`config.mk`:
```
export PLATFORM = sky130hd
export DESIGN_NAME = if_fetch_unit
export DESIGN_NICKNAME = d
export VERILOG_FILES = /design/src/rtl/if_fetch_unit_pkg.sv /design/src/rtl/if_fetch_slot.sv /design/src/rtl/if_fetch_unit.sv
export SDC_FILE = /design/constraint.sdc
export NUM_CORES = 1
export LEC_CHECK = 0
export ABC_AREA = 1
export CAP_MARGIN = 0
export CORE_MARGIN = 5
export CORE_UTILIZATION = 45
export CTS_BUF_LIST = sky130_fd_sc_hd__clkbuf_8
export DETAILED_ROUTE_END_ITERATION = 12
export PLACE_DENSITY_LB_ADDON = 0.3
export SLEW_MARGIN = 5
export SYNTH_ARGS = -nofsm -noshare
export SYNTH_HDL_FRONTEND = slang
export SYNTH_HIERARCHICAL = 1
export SYNTH_SLANG_ARGS = --single-unit
```
`constraint.sdc`:
```
create_clock -name clk -period 1.9 [get_ports clk]
set_clock_uncertainty 0.15 [all_clocks]
set_input_delay 0.38 -clock clk [delete_from_list [all_inputs] [get_ports clk]]
set_output_delay 0.38 -clock clk [all_outputs]
set_load 0.01 [all_outputs]
```
`src/rtl/if_fetch_unit_pkg.sv`:
```
// Shared definitions for the instruction fetch stage: default widths, reset PC,
// NOP encoding and the fetch FSM state encoding.
package if_fetch_unit_pkg;

    localparam int unsigned FETCH_ADDRESS_LEN = 32;
    localparam int unsigned FETCH_STATS_W     = 32;

    localparam logic [FETCH_ADDRESS_LEN-1:0] FETCH_RESET_PC  = '0;
    localparam logic [FETCH_ADDRESS_LEN-1:0] FETCH_NOP_INSTR = '0;

    // FETCH: request outstanding at pc
    // HOLD : returned instruction parked in the hold buffer, no request
    // DRAIN: redirect pending, waiting for the in-flight request to complete
    typedef enum logic [1:0] {
        FETCH = 2'd0,
        HOLD  = 2'd1,
        DRAIN = 2'd2
    } fetch_state_e;

endpackage

```
`src/rtl/if_fetch_slot.sv`:
```
// Two-entry skid: an output slot feeding the IF/ID register plus one hold
// buffer that catches a fetch returning while the slot cannot advance.
// Ports:
//   clk, rst        clock, synchronous active-high reset
//   flush           drop both entries; output goes invalid / NOP next cycle
//   out_ready       downstream captures the slot this cycle (~freeze)
//   in_valid        new entry offered (in_pc, in_data)
//   may_load_c      slot can take a new entry this cycle (combinational)
//   out_valid, out_pc, out_data   registered slot contents
// Callers must not offer in_valid while the hold buffer is occupied.
module if_fetch_slot
    import if_fetch_unit_pkg::*;
#(
    parameter int unsigned         DATA_W = FETCH_ADDRESS_LEN,
    parameter logic [DATA_W-1:0]   NOP    = '0
) (
    input  logic              clk,
    input  logic              rst,
    input  logic              flush,
    input  logic              out_ready,
    input  logic              in_valid,
    input  logic [DATA_W-1:0] in_pc,
    input  logic [DATA_W-1:0] in_data,
    output logic              may_load_c,
    output logic              out_valid,
    output logic [DATA_W-1:0] out_pc,
    output logic [DATA_W-1:0] out_data
);

    logic              valid_q,     valid_d;
    logic [DATA_W-1:0] pc_q,        pc_d;
    logic [DATA_W-1:0] data_q,      data_d;
    logic              buf_valid_q, buf_valid_d;
    logic [DATA_W-1:0] buf_pc_q,    buf_pc_d;
    logic [DATA_W-1:0] buf_data_q,  buf_data_d;

    // Slot is free when empty or being consumed this cycle.
    assign may_load_c = ~valid_q | out_ready;

    // Slot / buffer update; the buffer always drains before new input.
    always_comb begin
        valid_d     = valid_q;
        pc_d        = pc_q;
        data_d      = data_q;
        buf_valid_d = buf_valid_q;
        buf_pc_d    = buf_pc_q;
        buf_data_d  = buf_data_q;

        if (flush) begin
            valid_d     = 1'b0;
            data_d      = NOP;
            buf_valid_d = 1'b0;
        end else if (buf_valid_q) begin
            if (may_load_c) begin
                valid_d     = 1'b1;
                pc_d        = buf_pc_q;
                data_d      = buf_data_q;
                buf_valid_d = 1'b0;
            end
        end else if (in_valid) begin
            if (may_load_c) begin
                valid_d = 1'b1;
                pc_d    = in_pc;
                data_d  = in_data;
            end else begin
                buf_valid_d = 1'b1;
                buf_pc_d    = in_pc;
                buf_data_d  = in_data;
            end
        end else if (valid_q && out_ready) begin
            valid_d = 1'b0;
            data_d  = NOP;
        end
    end

    always_ff @(posedge clk) begin
        if (rst) begin
            valid_q     <= 1'b0;
            pc_q        <= '0;
            data_q      <= NOP;
            buf_valid_q <= 1'b0;
            buf_pc_q    <= '0;
            buf_data_q  <= '0;
        end else begin
            valid_q     <= valid_d;
            pc_q        <= pc_d;
            data_q      <= data_d;
            buf_valid_q <= buf_valid_d;
            buf_pc_q    <= buf_pc_d;
            buf_data_q  <= buf_data_d;
        end
    end

    assign out_valid = valid_q;
    assign out_pc    = pc_q;
    assign out_data  = data_q;

endmodule

```
`src/rtl/if_fetch_unit.sv`:
```
// Instruction fetch stage: owns the PC, runs the multi-cycle instruction
// memory handshake, applies EXE branch redirects and presents one fetched
// instruction (pc+4, instruction) to the IF/ID register.
// Ports:
//   clk, rst                       clock, synchronous active-high reset
//   freeze                         downstream stall
//   branch_taken, branch_addr      redirect request (flush beats freeze)
//   imem_req, imem_addr            memory request, address = pc
//   imem_rdata, imem_ready         returned instruction / accept strobe
//   fetch_valid, pc_out, instruction_out   fetched slot
// Optional: define IF_FETCH_STATS_EN to add fetch_count and stall_count.
module if_fetch_unit
    import if_fetch_unit_pkg::*;
#(
    parameter int unsigned            ADDRESS_LEN = FETCH_ADDRESS_LEN,
    parameter logic [ADDRESS_LEN-1:0] RESET_PC    = ADDRESS_LEN'(FETCH_RESET_PC),
    parameter logic [ADDRESS_LEN-1:0] NOP_INSTR   = ADDRESS_LEN'(FETCH_NOP_INSTR)
) (
    input  logic                   clk,
    input  logic                   rst,
    input  logic                   freeze,
    input  logic                   branch_taken,
    input  logic [ADDRESS_LEN-1:0] branch_addr,
    output logic                   imem_req,
    output logic [ADDRESS_LEN-1:0] imem_addr,
    input  logic [ADDRESS_LEN-1:0] imem_rdata,
    input  logic                   imem_ready,
    output logic                   fetch_valid,
    output logic [ADDRESS_LEN-1:0] pc_out,
    output logic [ADDRESS_LEN-1:0] instruction_out
`ifdef IF_FETCH_STATS_EN
    ,
    output logic [FETCH_STATS_W-1:0] fetch_count,
    output logic [FETCH_STATS_W-1:0] stall_count
`endif
);

    fetch_state_e             state_q, state_d;
    logic [ADDRESS_LEN-1:0]   pc_q,    pc_d;
    logic [ADDRESS_LEN-1:0]   redir_q, redir_d;
    logic                     req_q,   req_d;
    logic [ADDRESS_LEN-1:0]   pc_plus4;
    logic                     slot_in_valid;
    logic                     slot_may_load;

    assign pc_plus4 = pc_q + ADDRESS_LEN'(4);

    // State register.
    always_ff @(posedge clk) begin
        if (rst) state_q <= FETCH;
        else     state_q <= state_d;
    end

    // Next-state logic.
    always_comb begin
        state_d = state_q;
        unique case (state_q)
            FETCH: begin
                if (branch_taken) begin
                    if (!imem_ready) state_d = DRAIN;
                end else if (imem_ready && !slot_may_load) begin
                    state_d = HOLD;
                end
            end
            DRAIN: if (imem_ready) state_d = FETCH;
            HOLD:  if (branch_taken || slot_may_load) state_d = FETCH;
            default: state_d = FETCH;
        endcase
    end

    // PC, redirect register and slot-input control.
    always_comb begin
        pc_d          = pc_q;
        redir_d       = redir_q;
        slot_in_valid = 1'b0;
        unique case (state_q)
            FETCH: begin
                if (branch_taken) begin
                    // Ready data is discarded; otherwise keep pc stable and drain.
                    if (imem_ready) pc_d    = branch_addr;
                    else            redir_d = branch_addr;
                end else if (imem_ready) begin
                    pc_d          = pc_plus4;
                    slot_in_valid = 1'b1;
                end
            end
            DRAIN: begin
                // Latest redirect target wins, including one arriving this cycle.
                if (imem_ready)        pc_d    = branch_taken ? branch_addr : redir_q;
                else if (branch_taken) redir_d = branch_addr;
            end
            HOLD: begin
                if (branch_taken) pc_d = branch_addr;
            end
            default: ;
        endcase
        req_d = (state_d != HOLD);
    end

    always_ff @(posedge clk) begin
        if (rst) begin
            pc_q    <= RESET_PC;
            redir_q <= '0;
            req_q   <= 1'b1;
        end else begin
            pc_q    <= pc_d;
            redir_q <= redir_d;
            req_q   <= req_d;
        end
    end

    assign imem_req  = req_q;
    assign imem_addr = pc_q;

    if_fetch_slot #(
        .DATA_W (ADDRESS_LEN),
        .NOP    (NOP_INSTR)
    ) u_slot (
        .clk        (clk),
        .rst        (rst),
        .flush      (branch_taken),
        .out_ready  (~freeze),
        .in_valid   (slot_in_valid),
        .in_pc      (pc_plus4),
        .in_data    (imem_rdata),
        .may_load_c (slot_may_load),
        .out_valid  (fetch_valid),
        .out_pc     (pc_out),
        .out_data   (instruction_out)
    );

`ifdef IF_FETCH_STATS_EN
    logic [FETCH_STATS_W-1:0] fetch_count_q, fetch_count_d;
    logic [FETCH_STATS_W-1:0] stall_count_q, stall_count_d;
    logic                     slot_load;
    logic                     stall_cycle;

    // A valid slot load comes from either fresh data or the hold buffer.
    assign slot_load   = ~branch_taken & slot_may_load & (slot_in_valid | (state_q == HOLD));
    assign stall_cycle = (req_q & ~imem_ready) | (state_q == HOLD);

    always_comb begin
        fetch_count_d = fetch_count_q + FETCH_STATS_W'(slot_load);
        stall_count_d = stall_count_q + FETCH_STATS_W'(stall_cycle);
    end

    always_ff @(posedge clk) begin
        if (rst) begin
            fetch_count_q <= '0;
            stall_count_q <= '0;
        end else begin
            fetch_count_q <= fetch_count_d;
            stall_count_q <= stall_count_d;
        end
    end

    assign fetch_count = fetch_count_q;
    assign stall_count = stall_count_q;
`endif

endmodule

```
==> results of run 1 <==
per-layer routing:
metal | wire (um) | track usage | part of all wire | vias to the layer above
met5 | 13 | 0 | 0.00031 | -
met4 | 2070 | 0.132 | 0.049 | 2
met3 | 2960 | 0.0431 | 0.071 | 136
met2 | 20600 | 0.469 | 0.49 | 657
met1 | 16300 | 0.329 | 0.39 | 6081
li1 | - | - | - | 6236
registers in the layout, summed over array words and instances (netlist names):
| register | count |
|---|---|
| state_q | 2 |
| u_slot/buf_valid_q | 1 |
| u_slot/out_pc | 32 |
| u_slot/buf_data_q | 32 |
| imem_req | 1 |
| u_slot/buf_pc_q | 32 |
| u_slot/out_valid | 1 |
| imem_addr | 32 |
| u_slot/out_data | 32 |
| redir_q | 32 |
timing repair:
| action | 4_1_cts | 5_1_grt |
|---|---|---|
| setup buffers | 43 | 11 |
| setup endpoints to repair | 255 | 196 |
| cloned | 25 | 10 |
| gates resized for setup | 390 | 235 |
| pin swaps | 60 | 56 |
metrics by stage:
stage / cell area [um2] / std cells / hold WS, ns / utilization / setup TNS, ns
final: 16800 / 2433 / 0.268 / 0.693 / -16.69
after global placement: 13900 / 2330 / 0.311 / 0.576 / -42.12
after detailed placement: 13900 / 2330 / 0.321 / 0.576 / -48.07
after global routing: 16800 / 2433 / 0.293 / 0.693 / -28.08
after floorplan: 11000 / 1802 / 0.305 / - / 0
after CTS: 16100 / 2426 / 0.223 / 0.665 / -16.84
critical path: cells and delay by family (launching register included):
kind	cells	cell delay, ns
buf+inv	7	0.73
fa+ha+maj	1	0.14
flops	1	0.38
simple gates	6	0.42
compound gates	1	0.18
kinds of logic after synthesis:
| family | after synthesis |
|---|---|
| adder cells (fa/ha/maj) | 5 |
| XOR/XNOR | 15 |
| flip-flops | 197 |
| buffers and inverters | 305 |
| AND/OR/NAND/NOR | 976 |
| AO/OA/AOI/OAI | 304 |
layout make-up:
class	instances	area [um2]
clock buffer	18	248
clock inverter	14	150
fill	1902	7420
inverter	191	739
multi-input combinational	1300	6950
sequential	197	4000
tap	324	405
timing repair buffer	389	4260
layout by cell type, fill, tap and decap left out, types with 6 or more instances in the layout:
master	n
nor2_4	46
inv_4	6
nand2_4	27
dfxtp_4	6
xor2_2	6
buf_4	131
nand4_1	64
a21oi_2	22
inv_2	10
nand3_1	17
buf_6	25
inv_1	174
nand2_2	86
dfxtp_1	164
nand2_1	418
clkbuf_8	18
dfxtp_2	27
nor2_1	263
o21ai_2	39
o21ai_1	22
o21ai_0	71
buf_12	32
nor2_2	40
buf_16	16
buf_8	9
clkdlybuf4s50_1	67
a21oi_1	137
inv_8	6
nand3b_1	6
dlygate4sd2_1	93
clkbuf_16	10
power by group through the flow:
stage | clock, mW | combinational [mW] | sequential, mW
finish | 2.81 | 3.20 | 4.53
global route | 2.99 | 3.43 | 4.55
CTS | 2.83 | 2.93 | 4.52
detailed placement | 0 | 2.36 | 4.59
global placement | 0 | 2.33 | 4.59
floorplan | 0 | 1.10 | 4.64
worst paths after layout:
| check | endpoint | start | cells after the start | slack [ns] |
|---|---|---|---|---|
| worst min register to register | u_slot/out_data[24] | u_slot/out_data[24] | 2 | 0.34 |
| worst min-delay path | redir_q[3] | branch_taken | 5 | 0.27 |
| worst max register to register | u_slot/out_data[12] | state_q[0] | 15 | -0.20 |
| worst max-delay path | u_slot/out_data[12] | state_q[0] | 15 | -0.20 |
==> reports/summary.txt, run 1 <==
TritonCTS Sinks - 197
most frequent cell after synthesis - nand2_1
Root Driver - clkbuf_8
Switch Pwr - 3.69 mW
Post-synth EDFFs - 0
share of layout cells above drive strength 1 - 0.281
hold crit path type - in2reg
dpl hpwl - 23.7 mm
Flop pwr share - 0.430
PortBufs - 166
first-pass GRT wire length - 62.2 mm
TritonRoute pass-1 iters - 6
CP Class - reg2reg
Final min period - 2.10 ns
Distinct cells, synth - 34
antenna violations before repair - 1
max cap viols - 0
Clock Power Share - 0.266
Synth area leaders - dfxtp_1 36%, nand2_1 18%, nor2_1 11%, a21oi_1 7.3%, inv_1 6.3%
mean routed wirelength per cell - 17.2 um
adder-cell area share of the yosys netlist - 0.00568
worst path cell trace - inv_4, ha_4, inv_4, nor2_4, inv_2, nor2_4, buf_6, nor2_4, buf_12, a21oi_4, buf_6, buf_12, nand2_2, nand2_2, nor2_1
sw frac - 0.350
Comb pwr share - 0.304
failing checks - negative setup slack
Final WS setup - -0.196 ns
#FFs+latches synth - 197
crit end category - flip-flop
GP Congestion - 0.935
Residual DRC - 0
IO Pins - 167
Die Area - 27700 um2
gr usage total - 0.271
FMAX - 477 MHz
# setup viols final - 156
clock-pin transition on the worst setup and hold timing paths - 0.12 ns
mux cell area share after synthesis - 0
vias in the first global route - 12400
CP peak stage delay - 0.38 ns
unrepaired setup endpoints after global routing - true
total number of vias - 13100
antenna diode count - 0
outcome - complete, but fails checks
Final period util - 1.10
Compound-Gate Fraction of Synth Area - 0.143
H-tree Lvls - 4
core area - 24200 um2
cts bufs inserted - 17
Tot Pwr - 10.5 mW
Initial Utilization - 0.455
Die Wd - 166 um
simple-gate area share of the yosys netlist - 0.363
final hold violation count - 0
pins over their slew limit - 0
Leakage - 7.70 nW
Worst-Skew Late Latency - 0.49 ns
CP most frequent cell - nor2_4
synth cell count leaders - 528 x nand2_1, 333 x nor2_1, 197 x dfxtp_1
xor/xnor share of the synthesized area - 0.0147
ys async rst share - 0
Netlist Area Pre-Place - 11000 um2
syn nets - 1876
Yosys top cell by area - dfxtp_1
Worst Tran Pin Value - 0.739 ns
pin count of the biggest net entering global routing - 65
Hold-fix buffers, CTS - 0
Seq/Total Area, Yosys - 0.358
TritonCTS clock tree - done
critical path required time - 2.14 ns
Peak VDD IR - 479 uV
highest-delay cell along the critical path - dfxtp_4
Max clock buf depth - 2
relative slew slack - 0.508
DIE HEIGHT - 166 um
syn_area_per_cell - 6.11 um2
Post-Place Worst Slack - -0.341 ns
Core Rows - 57
Layout Nets - 2170
CP max FO - 8
Yosys warnings - 6
1st-iter DRT viols - 1248
area fraction of the dominant cell type after synthesis - 0.358
final wirelength - 41.9 mm
antenna-violating nets left - 0
largest family of logic cells by synthesized area - simple AND/OR/NAND/NOR gates
Vias/cell - 5.39
grt total ovfl - 0
Layout Area Growth over Synthesis - 52.2%
Cells after Synth - 1802
Worst setup SP type - flip-flop
WP data arrival - 2.33 ns
Int Power - 6.86 mW
power per cell area - 629 nW/um2
Most used DFF post-synth - dfxtp_1
No activity file was read; power rests on OpenSTA's default activity.
==> run 2: changes to the inputs <==
--- a/config.mk
+++ b/config.mk
@@ -6,6 +6,7 @@
 export NUM_CORES = 1
 export LEC_CHECK = 0
 export ABC_AREA = 1
+export ABC_CLOCK_PERIOD_IN_PS = 1900
 export CAP_MARGIN = 0
 export CORE_MARGIN = 5
 export CORE_UTILIZATION = 45
==> results of run 2 <==
Same layout as run 1: the final DEF is identical, and so are final timing and power.
